### src/rtl/regfile_write_arbiter.sv
// Round-robin arbiter sharing the single Register_File write port among N_REQ writeback sources.
// Optional ZERO_REG_FILTER_EN: grants to dest 0 still ack but keep regWrite low.
module regfile_write_arbiter #(
    parameter int unsigned N_REQ  = 3,
    parameter int unsigned DATA_W = 16,
    parameter int unsigned ADDR_W = 3
) (
    input  logic                       CLK,
    input  logic                       RST_N,
    input  logic [N_REQ-1:0]           req,
    input  logic [N_REQ-1:0]           lock,
    input  logic [N_REQ*ADDR_W-1:0]    dest,
    input  logic [N_REQ*DATA_W-1:0]    data,
    output logic [N_REQ-1:0]           ack,
    output logic                       regWrite,
    output logic [ADDR_W-1:0]          regDest,
    output logic [DATA_W-1:0]          DataWrite,
    output logic                       locked
);

    localparam int unsigned IDX_W = $clog2(N_REQ);

    typedef logic [IDX_W-1:0] idx_t;
    typedef enum logic [0:0] {StIdle, StLocked} state_e;

    state_e              stateQ, stateD;
    idx_t                ownerQ, ownerD;
    idx_t                lastQ, lastD;
    logic [N_REQ-1:0]    ackQ, ackD;
    logic                regWriteQ, regWriteD;
    logic [ADDR_W-1:0]   regDestQ, regDestD;
    logic [DATA_W-1:0]   dataWriteQ, dataWriteD;

    logic [N_REQ-1:0]    eligible;
    logic                rrFound;
    idx_t                rrIdx;
    idx_t                candIdx;
    int unsigned         sum;
    logic                grant;
    idx_t                grantIdx;

    // A source acked this cycle is masked so a still-held req is not granted twice.
    assign eligible = req & ~ackQ;

    // Round-robin scan starting just after the last granted source.
    always_comb begin
        rrFound = 1'b0;
        rrIdx   = '0;
        sum     = 0;
        candIdx = '0;
        for (int unsigned k = 1; k <= N_REQ; k++) begin
            sum = 32'(lastQ) + k;
            if (sum >= N_REQ) begin
                sum = sum - N_REQ;
            end
            candIdx = idx_t'(sum);
            if (!rrFound && eligible[candIdx]) begin
                rrFound = 1'b1;
                rrIdx   = candIdx;
            end
        end
    end

    always_comb begin
        stateD     = stateQ;
        ownerD     = ownerQ;
        lastD      = lastQ;
        ackD       = '0;
        regWriteD  = 1'b0;
        regDestD   = regDestQ;
        dataWriteD = dataWriteQ;
        grant      = 1'b0;
        grantIdx   = '0;

        unique case (stateQ)
            StIdle: begin
                if (rrFound) begin
                    grant    = 1'b1;
                    grantIdx = rrIdx;
                end
            end
            StLocked: begin
                if (eligible[ownerQ]) begin
                    grant    = 1'b1;
                    grantIdx = ownerQ;
                end else if (!req[ownerQ]) begin
                    stateD = StIdle;
                end
            end
            default: stateD = StIdle;
        endcase

        if (grant) begin
            ackD[grantIdx] = 1'b1;
            regDestD       = dest[grantIdx*ADDR_W +: ADDR_W];
            dataWriteD     = data[grantIdx*DATA_W +: DATA_W];
`ifdef ZERO_REG_FILTER_EN
            regWriteD      = (dest[grantIdx*ADDR_W +: ADDR_W] != '0);
`else
            regWriteD      = 1'b1;
`endif
            lastD          = grantIdx;
            if (lock[grantIdx]) begin
                stateD = StLocked;
                ownerD = grantIdx;
            end else begin
                stateD = StIdle;
            end
        end
    end

    always_ff @(posedge CLK or negedge RST_N) begin
        if (!RST_N) begin
            stateQ     <= StIdle;
            ownerQ     <= '0;
            lastQ      <= idx_t'(N_REQ - 1);
            ackQ       <= '0;
            regWriteQ  <= 1'b0;
            regDestQ   <= '0;
            dataWriteQ <= '0;
        end else begin
            stateQ     <= stateD;
            ownerQ     <= ownerD;
            lastQ      <= lastD;
            ackQ       <= ackD;
            regWriteQ  <= regWriteD;
            regDestQ   <= regDestD;
            dataWriteQ <= dataWriteD;
        end
    end

    assign ack       = ackQ;
    assign regWrite  = regWriteQ;
    assign regDest   = regDestQ;
    assign DataWrite = dataWriteQ;
    assign locked    = (stateQ == StLocked);

endmodule

### config.mk
export PLATFORM = sky130hd
export DESIGN_NAME = regfile_write_arbiter
export DESIGN_NICKNAME = d
export VERILOG_FILES = /design/src/rtl/regfile_write_arbiter.sv
export SDC_FILE = /design/constraint.sdc
export NUM_CORES = 1
export LEC_CHECK = 0
export CORE_ASPECT_RATIO = 1.5
export CORE_MARGIN = 2
export CORE_UTILIZATION = 41
export CTS_CLUSTER_DIAMETER = 150
export DETAILED_ROUTE_END_ITERATION = 16
export PLACE_DENSITY = 0.85
export SLEW_MARGIN = 20
export SYNTH_ARGS = -nofsm -noshare
export SYNTH_HDL_FRONTEND = slang
export SYNTH_SLANG_ARGS = --single-unit
### constraint.sdc
create_clock -name CLK -period 3.45 [get_ports CLK]
set_input_delay 0.345 -clock CLK [delete_from_list [all_inputs] [get_ports CLK]]
set_output_delay 0.345 -clock CLK [all_outputs]
set_load 0.1 [all_outputs]
### After elaboration in Yosys (flattened, before gate mapping)

Cells that the tools add are included.

* logic and storage cells: 70
* input bits: 65
* bits in registers: 28

* $lt $le $gt $ge: 9
* multipliers: 1
* bitwise operators: 3
* muxes and demuxes: 36
* reduce and logical (&&, ||, !) cells: 6
* add/subtract/negate cells: 6
* shift-type cells: 2

Operators with widths (count)
* indexed part select 48 x 7 -> 16 bit: 1
* two-way mux 1 bit: 18
* two-way mux 2 bit: 8
* < comparator 2 x 3 -> 1 bit, second input constant: 5
* binary-select mux 1 bit (select 2 bit): 6
* greater-or-equal comparator 3 x 2 -> 1 bit, second input constant: 3
* indexed part select 9 x 5 -> 3 bit: 1
* adder 2 x 2 -> 3 bit, second input constant: 2
* subtractor 2 bit, second input constant: 3
* multiplier 2 x 2 -> 4 bit, second input constant: 1
* case mux 2 bit (2 select lines): 1
* adder 2 x 1 -> 3 bit, second input constant: 1
* bitwise AND 3 bit: 1
* logical AND 1 bit: 3
* two-way mux 3 bit: 1
* NOT 3 bit: 1
* demux 1 bit (select 2 bit): 1
* greater-or-equal comparator 2 x 1 -> 1 bit, second input constant: 1
* zero test 1 bit: 2
* case mux 1 bit (2 select lines): 1
* AND reduction 2 bit: 1
* NOT 1 bit: 1

### Longest topological paths before layout

Gate-level depths: netlist of the first run.

* depth after elaboration: 19
* depth in mapped cells: 11

### Least setup slack after synthesis of the first run

No wires, ideal clock.

* path kind: register -> register
* from: reg lastQ[1]
* to: reg dataWriteQ[10] (netlist: DataWrite[10])
* arrival: 2.586 ns
* required time: 3.332 ns
* library setup time: 0.118 ns
* slack: 0.746 ns
* period minus slack after synthesis: 2.704 ns
* cell stages (with the launch flop): 12
* buffers on the path: 3
* path through: dfstp_2 > inv_1 > ha_1 > buf_6 > nor4b_4 > a31o_2 > o211ai_1 > a221o_1 > buf_6 > buf_8 > mux2_4 > a21o_1

* word-level cells in the longest chain between the ends: 15

Ends and longest elaborated chain
* start, declared: RTL line 28 `idx_t lastQ, lastD;`
* start signal, assigned: RTL line 116 `lastQ <= idx_t'(N_REQ - 1);`
* start signal, assigned: RTL line 124 `lastQ <= lastD;`
* adder 2 x 1 -> 3 bit: RTL line 52 `sum = 32'(lastQ) + k;`
* greater-or-equal comparator 3 x 2 -> 1 bit / subtractor 2 bit (equally long branches): RTL line 53, 54
* two-way mux 2 bit: RTL line 53 `if (sum >= N_REQ) begin`
* binary-select mux 1 bit (select 2 bit): RTL line 57 `if (!rrFound && eligible[candIdx]) begin`
* two-way mux 1 bit (not written as such): RTL line 57
* two-way mux 1 bit: RTL line 57
* zero test 1 bit: RTL line 57
* logical AND 1 bit: RTL line 57
* two-way mux 1 bit: RTL line 57
* zero test 1 bit: RTL line 57
* logical AND 1 bit: RTL line 57
* two-way mux 2 bit / two-way mux 1 bit (equally long branches): RTL line 57
* two-way mux 2 bit: RTL line 77 `if (rrFound) begin`
* case mux 2 bit (2 select lines): RTL line 75 `unique case (stateQ)`
* indexed part select 48 x 7 -> 16 bit: RTL line 96 `dataWriteD = data[grantIdx*DATA_W +: DATA_W];`
* end signal, assigned: RTL line 128 `dataWriteQ <= dataWriteD;`
* end, declared: RTL line 32 `logic [DATA_W-1:0] dataWriteQ, dataWriteD;`

Parallel ways exist; a longest one is shown, timed or not. The select of a mux whose other input is x is not followed.
A chain may end at the register's enable or synchronous reset.

### Final worst setup path of the first run

* from: reg lastQ[0]
* to: reg dataWriteQ[0] (netlist: DataWrite[0])

Same word-level chain as after synthesis.

==> flow_metrics.env, run 1 <==
export IMPL_syn_avg_cell_area_sq_um=11.3
export IMPL_initial_utilization=0.425
export IMPL_synth_edf_count=0
export IMPL_finalHoldViolCount=0
export IMPL_first_iter_violations=56
export IMPL_gr_total_overflow=0
export IMPL_clk_pin_slew_ns=0.09
export IMPL_netlist_area_sq_mm=0.00180
export IMPL_num_antenna_cells=0
export IMPL_place_ws_ns=0.433
export IMPL_ys_warn_count=0
export IMPL_cts_sinks=28
export IMPL_crit_chain="inv_1 -> ha_1 -> nor2b_1 -> o32a_1 -> o211ai_1 -> a221o_1 -> buf_4 -> mux2_4 -> a21o_1"
export IMPL_ctsHoldBuffers=0
export IMPL_start_kind="flop"
export IMPL_crit_slowest_cell="ha_1"
export IMPL_final_cell_area_sq_mm=0.00280
export IMPL_r2r_slack_ns=0.33
export IMPL_final_max_slew_viol_count=0
export IMPL_status="completed"
export IMPL_ctsResizeCount=0
export IMPL_synth_nets=227
export IMPL_worst_pin_slew_ns=1.07
export IMPL_root_buffer="clkbuf_8"
export IMPL_fp_dieH_um=85.2
export IMPL_synthCells=159
export IMPL_io_pins=89
export IMPL_ys_ff_latch=28
export IMPL_setup_violations=0
export IMPL_final_layout_size_suffix_gt1_frac=0.131
export IMPL_cp_top_family="compound AO/OA/AOI/OAI gates"
export IMPL_routedWlPerCell_um=16.8
export IMPL_synth_top_area_cell="dfrtp_1"
export IMPL_finalWorstSetupSlack_ns=0.328
export IMPL_insertion_delay_ns=0.28
export IMPL_grt_usage=0.203
export IMPL_via_count=1665
export IMPL_async_reset_ff_frac=1.00
export IMPL_dieArea_sq_mm=0.00496
export IMPL_maxCapViolCount=0
export IMPL_cts_buffer_depth=2
export IMPL_nets=314
export IMPL_slowest_delay_ns=0.55
export IMPL_place_gp_congestion=0.887
export IMPL_required_ns=3.62
export IMPL_layout_common_cells="88 x clkdlybuf4s50_1, 27 x dfrtp_1, 20 x a21o_1, 19 x a22o_1, 15 x mux2_4"
export IMPL_cp_arrival_ns=3.29
export IMPL_firstDrtPassIters=4
export IMPL_placementRows=29
export IMPL_place_area_sq_mm=0.00273
export IMPL_port_buffers=88
export IMPL_die_w_um=58.2
export IMPL_postCtsSetupBuffers=0
export IMPL_maxSlewHeadroom=0.283
export IMPL_endpoint_kind="flop"
export IMPL_fin_skew_ns=0.00761
export IMPL_synth_top_area_frac=0.374
export IMPL_fin_tns_setup_ns=0
export IMPL_drc_errors=0
export IMPL_core_area_sq_mm=0.00425
export IMPL_grt_max_degree=29
export IMPL_whs_ns=0.435
export IMPL_yosys_cell_types_count=42
export IMPL_dp_final_hpwl_um=3660
export IMPL_cts_tree="yes"
export IMPL_antenna_found_initial=0
export IMPL_ys_seq_area_frac=0.389
export IMPL_hp_class="in -> async"
export IMPL_mostFrequentLayoutCell="clkdlybuf4s50_1"
export IMPL_path_class="reg -> reg"
export IMPL_max_freq_ghz=0.320
export IMPL_area_delta_synth_final_pct=55.0
export IMPL_vias_per_cell=5.72
export IMPL_grt_pass1_wl_um=7970
export IMPL_synth_ff_type="dfrtp_1"
export IMPL_finalWirelength_um=4900
export IMPL_critPathBufInv=2
export IMPL_cts_buffers=3
export IMPL_rsz0062_at_grt="no"
export IMPL_period_share=0.905
export IMPL_worstPathMaxFanout=16
export IMPL_synth_area_leaders="dfrtp_1 37%, mux2_4 12%, a22o_1 9.2%"
export IMPL_ant_nets=0
export IMPL_htree_levels=1
export IMPL_fin_crit_ns=3.12
export IMPL_grt_pass1_vias=1729
worst reg2reg max path, cell delays in order (launching register included):
cell	delay, ns
dfrtp_1	0.52
inv_1	0.15
ha_1	0.55
nor2b_1	0.30
o32a_1	0.25
o211ai_1	0.14
a221o_1	0.40
buf_4	0.23
mux2_4	0.32
a21o_1	0.17
state kept, by name (all words and copies together) (netlist names):
name	flops
ownerQ	2
DataWrite	16
ack	3
lastQ	2
regDest	3
regWrite	1
locked	1
cell type report:
class,count,area (sq um)
timing repair buffer,93,918
clock inverter,1,30.0
clock buffer,3,41.3
multi-input combinational,113,1020
fill,331,1450
sequential,28,702
inverter,7,26.3
tap,46,57.6
synthesized netlist by cell type (2+ instances only):
library cell and instances:
mux2_4 15, a21oi_1 6, mux2_2 2, clkbuf_1 6
buf_6 3, o21ai_0 5, mux2_1 2, a31oi_1 2
a21o_1 20, nor3_1 2, nor2_1 3, nor2b_1 5
nand2b_1 4, mux2i_1 3, inv_1 7, ha_1 3
nand4_1 2, a22o_1 19, dfrtp_1 27
metal layers:
layer  vias up  GRT usage  part of all wire  wire length (um)
met3        10     0.0259             0.051               250
met1       807      0.228              0.37              1830
met5         -          0                 0                 0
met4         0     0.0719             0.023               112
li1        777          -                 -                 -
met2        71      0.379              0.55              2710
final timing paths:
check	start	end	cells after the start
max in group asynchronous	RST_N	lastQ[1]	2
worst max register to register	lastQ[0]	DataWrite[0]	9
worst max-delay path	lastQ[0]	DataWrite[0]	9
worst min register to register	lastQ[1]	lastQ[1]	1
worst min-delay path	RST_N	ack[2]	2
min in group CLK	lastQ[1]	lastQ[1]	1
per-stage QoR:
stage	util	instances
2_1_floorplan	-	159
3_3_place_gp	0.642	287
3_5_place_dp	0.642	287
4_1_cts	0.659	291
5_1_grt	0.659	291
6_report	0.659	291
kinds of logic after synthesis:
family,share of synthesized area
AOI/OAI and AO/OA,0.281
adders and majority gates,0.0208
buffers and inverters,0.0569
DFF,0.389
muxes,0.166
and+or+nand+nor,0.0860
Power of run 1 is not shown: default switching activity piles up to over one toggle a cycle in this logic, so the estimate is an artifact.
==> run 2, diff against run 1 <==
--- a/config.mk
+++ b/config.mk
@@ -10,7 +10,8 @@
 export CORE_UTILIZATION = 41
 export CTS_CLUSTER_DIAMETER = 150
 export DETAILED_ROUTE_END_ITERATION = 16
-export PLACE_DENSITY = 0.85
+export MAX_ROUTING_LAYER = met4
+export PLACE_DENSITY = 0.81
 export SLEW_MARGIN = 20
 export SYNTH_ARGS = -nofsm -noshare
 export SYNTH_HDL_FRONTEND = slang
==> run 2 against run 1 <==
Net effect: first-iteration DRC count shrank 63%; critical path depth is the same; global-route usage grew 0.92 points; cell count grew 0.34%; clock skew is essentially flat; maximum frequency grew 2.5%; sequential share of layout area is essentially flat.
==> flow_metrics.env, run 2 (same netlist as run 1, synthesis figures left out) <==
export IMPL_reg2reg_depth=9
export IMPL_multi_input_area_sq_mm=0.00102
export IMPL_place_gp_congestion=0.826
export IMPL_worst_pin_slew_ns=1.01
export IMPL_busiest_layer="met2"
export IMPL_cp_top_family="compound AO/OA/AOI/OAI gates"
export IMPL_slowest_delay_ns=0.54
export IMPL_finalHoldViolCount=0
export IMPL_crit_chain="inv_1 -> ha_1 -> nor2b_1 -> o32a_1 -> o211ai_1 -> a221o_1 -> buf_4 -> mux2_4 -> a21o_1"
export IMPL_maxCapViolCount=0
export IMPL_final_util=0.658
export IMPL_routedWlPerCell_um=16.7
export IMPL_endpoint_kind="flop"
export IMPL_final_layout_size_suffix_gt1_frac=0.130
export IMPL_fp_dieH_um=85.2
export IMPL_met1_usage=0.257
export IMPL_grt_use_met2=0.356
export IMPL_dieArea_sq_mm=0.00496
export IMPL_cts_tree="yes"
export IMPL_grt_max_degree=29
export IMPL_cp_arrival_ns=3.22
export IMPL_setup_violations=0
export IMPL_nets=315
export IMPL_critPathBufInv=2
export IMPL_finalWirelength_um=4880
export IMPL_dp_final_hpwl_um=3710
export IMPL_die_w_um=58.2
export IMPL_maxSlewHeadroom=0.324
export IMPL_fin_skew_ns=0.00805
export IMPL_hp_class="in -> async"
export IMPL_regArea_sq_um=702
export IMPL_vias_per_cell=5.52
export IMPL_postCtsSetupBuffers=0
export IMPL_path_class="reg -> reg"
export IMPL_r2r_slack_ns=0.40
export IMPL_worstPathMaxFanout=24
export IMPL_via_count=1613
export IMPL_num_antenna_cells=0
export IMPL_whs_ns=0.427
export IMPL_gr_total_overflow=0
export IMPL_firstDrtPassIters=4
export IMPL_rsz0062_at_grt="no"
export IMPL_mostFrequentLayoutCell="clkdlybuf4s50_1"
export IMPL_cts_buffer_depth=2
export IMPL_fillers=326
export IMPL_dp_cells=287
export IMPL_crit_slowest_cell="ha_1"
export IMPL_io_pins=89
export IMPL_cts_buffers=3
export IMPL_required_ns=3.62
export IMPL_area_delta_synth_final_pct=54.7
export IMPL_status="completed"
export IMPL_fin_crit_ns=3.05
export IMPL_grt_usage=0.212
export IMPL_initial_utilization=0.425
export IMPL_grt_pass1_wl_um=7920
export IMPL_clk_pin_slew_ns=0.10
export IMPL_htree_levels=1
export IMPL_reg2reg_from="lastQ[0]"
export IMPL_drc_errors=0
export IMPL_final_cells=292
export IMPL_insertion_delay_ns=0.28
export IMPL_port_buffers=88
export IMPL_layout_common_cells="88 x clkdlybuf4s50_1, 27 x dfrtp_1, 20 x a21o_1, 19 x a22o_1, 15 x mux2_4"
export IMPL_ctsResizeCount=0
export IMPL_ctsHoldBuffers=0
export IMPL_period_share=0.883
export IMPL_first_iter_violations=21
export IMPL_grt_use_met3=0.0229
export IMPL_final_max_slew_viol_count=0
export IMPL_cts_sinks=28
export IMPL_placementRows=29
export IMPL_largest_reg_flops=16
export IMPL_rr_endpoint="DataWrite[2]"
export IMPL_fin_tns_setup_ns=0
export IMPL_core_area_sq_mm=0.00425
export IMPL_grt_pass1_vias=1746
export IMPL_root_buffer="clkbuf_8"
export IMPL_ant_nets=0
export IMPL_antenna_found_initial=0
export IMPL_start_kind="flop"
export IMPL_max_freq_ghz=0.328
==> run 2: worst max-delay path by stage <==
| stage | startpoint | endpoint | slack, ns | cells after the start |
|---|---|---|---|---|
| after CTS | lastQ[0] | DataWrite[2] | 0.43 | 9 |
| after floorplan | lastQ[1] | DataWrite[10] | 0.75 | 11 |
| final | lastQ[0] | DataWrite[2] | 0.40 | 9 |
| after global placement | lastQ[0] | DataWrite[6] | 0.53 | 9 |
| after detailed placement | lastQ[0] | DataWrite[2] | 0.45 | 9 |
| after global routing | lastQ[0] | regDest[2] | 0.20 | 9 |
==> run 2: metal layers <==
layer,routed length (um),share of wire
met4,110,0.023
met2,2590,0.53
met3,250,0.051
met1,1930,0.40
met5,0,0
==> run 2: cell type report <==
type | count | share of cell area
clock buffers | 4 | 0.0197
inverters | 7 | 0.00941
multi-input cells | 113 | 0.364
flip-flops and latches | 28 | 0.251
well taps | 46 | 0.0206
repair buffers | 94 | 0.334
==> run 2: through the flow <==
step | setup WS (ns) | cell area, sq um
floorplan | 0.746 | 1800
global placement | 0.528 | 2720
detailed placement | 0.454 | 2720
CTS | 0.428 | 2780
global route | 0.204 | 2790
finish | 0.403 | 2790
Power of run 2 is left out for the same reason.
==> run 3, diff against run 2 <==
==> constraint.sdc (replaced) <==
create_clock -name CLK -period 3.3 [get_ports CLK]
set_input_delay 0.33 -clock CLK [delete_from_list [all_inputs] [get_ports CLK]]
set_output_delay 0.33 -clock CLK [all_outputs]
set_load 0.1 [all_outputs]
==> run 3 against run 2 <==
Net effect: utilization is 0.059 points lower; sequential share of layout area hardly changed; routed wire length is 0.41% higher; hold slack worse by 0.0061 ns; maximum frequency is 2.1% higher; register-to-register slack worse by 0.09 ns; count of clock-buffer cells in the layout stayed put; first-iteration DRC count grew to 3.2 times the previous value; via count is 1.6% higher; non-clock buffer count is 1 lower; die area stayed put; largest cell class unchanged.
==> flow_metrics.env, run 3 (same netlist as run 1, synthesis figures left out) <==
export IMPL_area_delta_synth_final_pct=54.6
export IMPL_postCtsSetupBuffers=0
export IMPL_num_antenna_cells=0
export IMPL_root_buffer="clkbuf_8"
export IMPL_htree_levels=1
export IMPL_placementRows=29
export IMPL_status="completed"
export IMPL_dp_final_hpwl_um=3720
export IMPL_ant_nets=0
export IMPL_worstPathMaxFanout=24
export IMPL_core_area_sq_mm=0.00425
export IMPL_grt_usage=0.216
export IMPL_final_layout_size_suffix_gt1_frac=0.127
export IMPL_die_w_um=58.2
export IMPL_dieArea_sq_mm=0.00496
export IMPL_cts_buffers=3
export IMPL_path_class="reg -> reg"
export IMPL_nets=314
export IMPL_fin_skew_ns=0.00228
export IMPL_cp_arrival_ns=3.16
export IMPL_start_kind="flop"
export IMPL_hp_class="in -> async"
export IMPL_port_buffers=88
export IMPL_final_max_slew_viol_count=0
export IMPL_fin_crit_ns=2.99
export IMPL_maxCapViolCount=0
export IMPL_setup_violations=0
export IMPL_finalWirelength_um=4900
export IMPL_period_share=0.905
export IMPL_cts_sinks=28
export IMPL_largest_reg_flops=16
export IMPL_final_cell_area_sq_mm=0.00279
export IMPL_maxSlewHeadroom=0.276
export IMPL_io_pins=89
export IMPL_initial_utilization=0.425
export IMPL_first_iter_violations=67
export IMPL_gr_total_overflow=0
export IMPL_clk_pin_slew_ns=0.09
export IMPL_cts_tree="yes"
export IMPL_rsz0062_at_grt="no"
export IMPL_fp_dieH_um=85.2
export IMPL_drc_errors=0
export IMPL_finalHoldViolCount=0
export IMPL_firstDrtPassIters=4
export IMPL_antenna_found_initial=0
export IMPL_fin_tns_setup_ns=0
export IMPL_layout_common_cells="88 x clkdlybuf4s50_1, 27 x dfrtp_1, 20 x a21o_1, 19 x a22o_1, 15 x mux2_4"
export IMPL_max_freq_ghz=0.335
export IMPL_mostFrequentLayoutCell="clkdlybuf4s50_1"
export IMPL_place_gp_congestion=0.863
export IMPL_grt_max_degree=29
export IMPL_worst_pin_slew_ns=1.08
export IMPL_grt_pass1_wl_um=8060
export IMPL_endpoint_kind="flop"
export IMPL_ctsHoldBuffers=0
export IMPL_required_ns=3.47
export IMPL_cts_buffer_depth=2
export IMPL_vias_per_cell=5.63
export IMPL_place_area_sq_mm=0.00273
export IMPL_routedWlPerCell_um=16.8
export IMPL_ctsResizeCount=0
export IMPL_grt_pass1_vias=1793
export IMPL_insertion_delay_ns=0.27
export IMPL_via_count=1639
run 3: cell count changes in the layout (fill, tap and decap cells not counted), sizes merged:
cell,delta
buf,-1
run 3: path summary, 6_finish.rpt:
path	start	to	slack (ns)	depth (start not counted)
setup reg to reg	lastQ[0]	regDest[2]	0.31	9
max in group asynchronous	RST_N	lastQ[1]	2.56	2
hold reg to reg	lastQ[1]	lastQ[1]	0.54	1
hold / removal	RST_N	DataWrite[8]	0.42	2
min in group CLK	lastQ[1]	lastQ[1]	0.54	1
setup / recovery	lastQ[0]	regDest[2]	0.31	9
run 3: final cells by class:
cell class | instances | area [sq um]
fill | 329 | 1460
multi-input combinational | 113 | 1020
timing repair buffer | 93 | 931
sequential | 28 | 702
tap | 46 | 57.6
clock buffer | 4 | 55.1
inverter | 7 | 26.3
run 3: layer usage:
metal | up-vias | routed length, um | track usage
met5 | - | 0 | -
met4 | 0 | 104 | 0.0803
met3 | 10 | 255 | 0.0290
met2 | 64 | 2630 | 0.375
met1 | 786 | 1910 | 0.247
li1 | 779 | - | -
run 3: stage by stage:
step	std cells	setup slack, ns	hold slack (ns)	utilization
4_1_cts	291	0.323	0.442	0.657
3_5_place_dp	287	0.340	0.528	0.644
6_report	291	0.314	0.421	0.657
2_1_floorplan	159	0.596	0.0344	-
5_1_grt	291	0.171	0.453	0.657
3_3_place_gp	287	0.413	0.510	0.644
run 3: critical path, stage by stage, from the launching register on:
cell and delay [ns]:
dfrtp_1 0.49, inv_1 0.12, ha_1 0.52, nor2b_1 0.31, o32a_1 0.25, o211ai_1 0.11, a221o_1 0.40, buf_12 0.19
mux2_1 0.31, a21o_1 0.17
Power of run 3 is left out for the same reason.
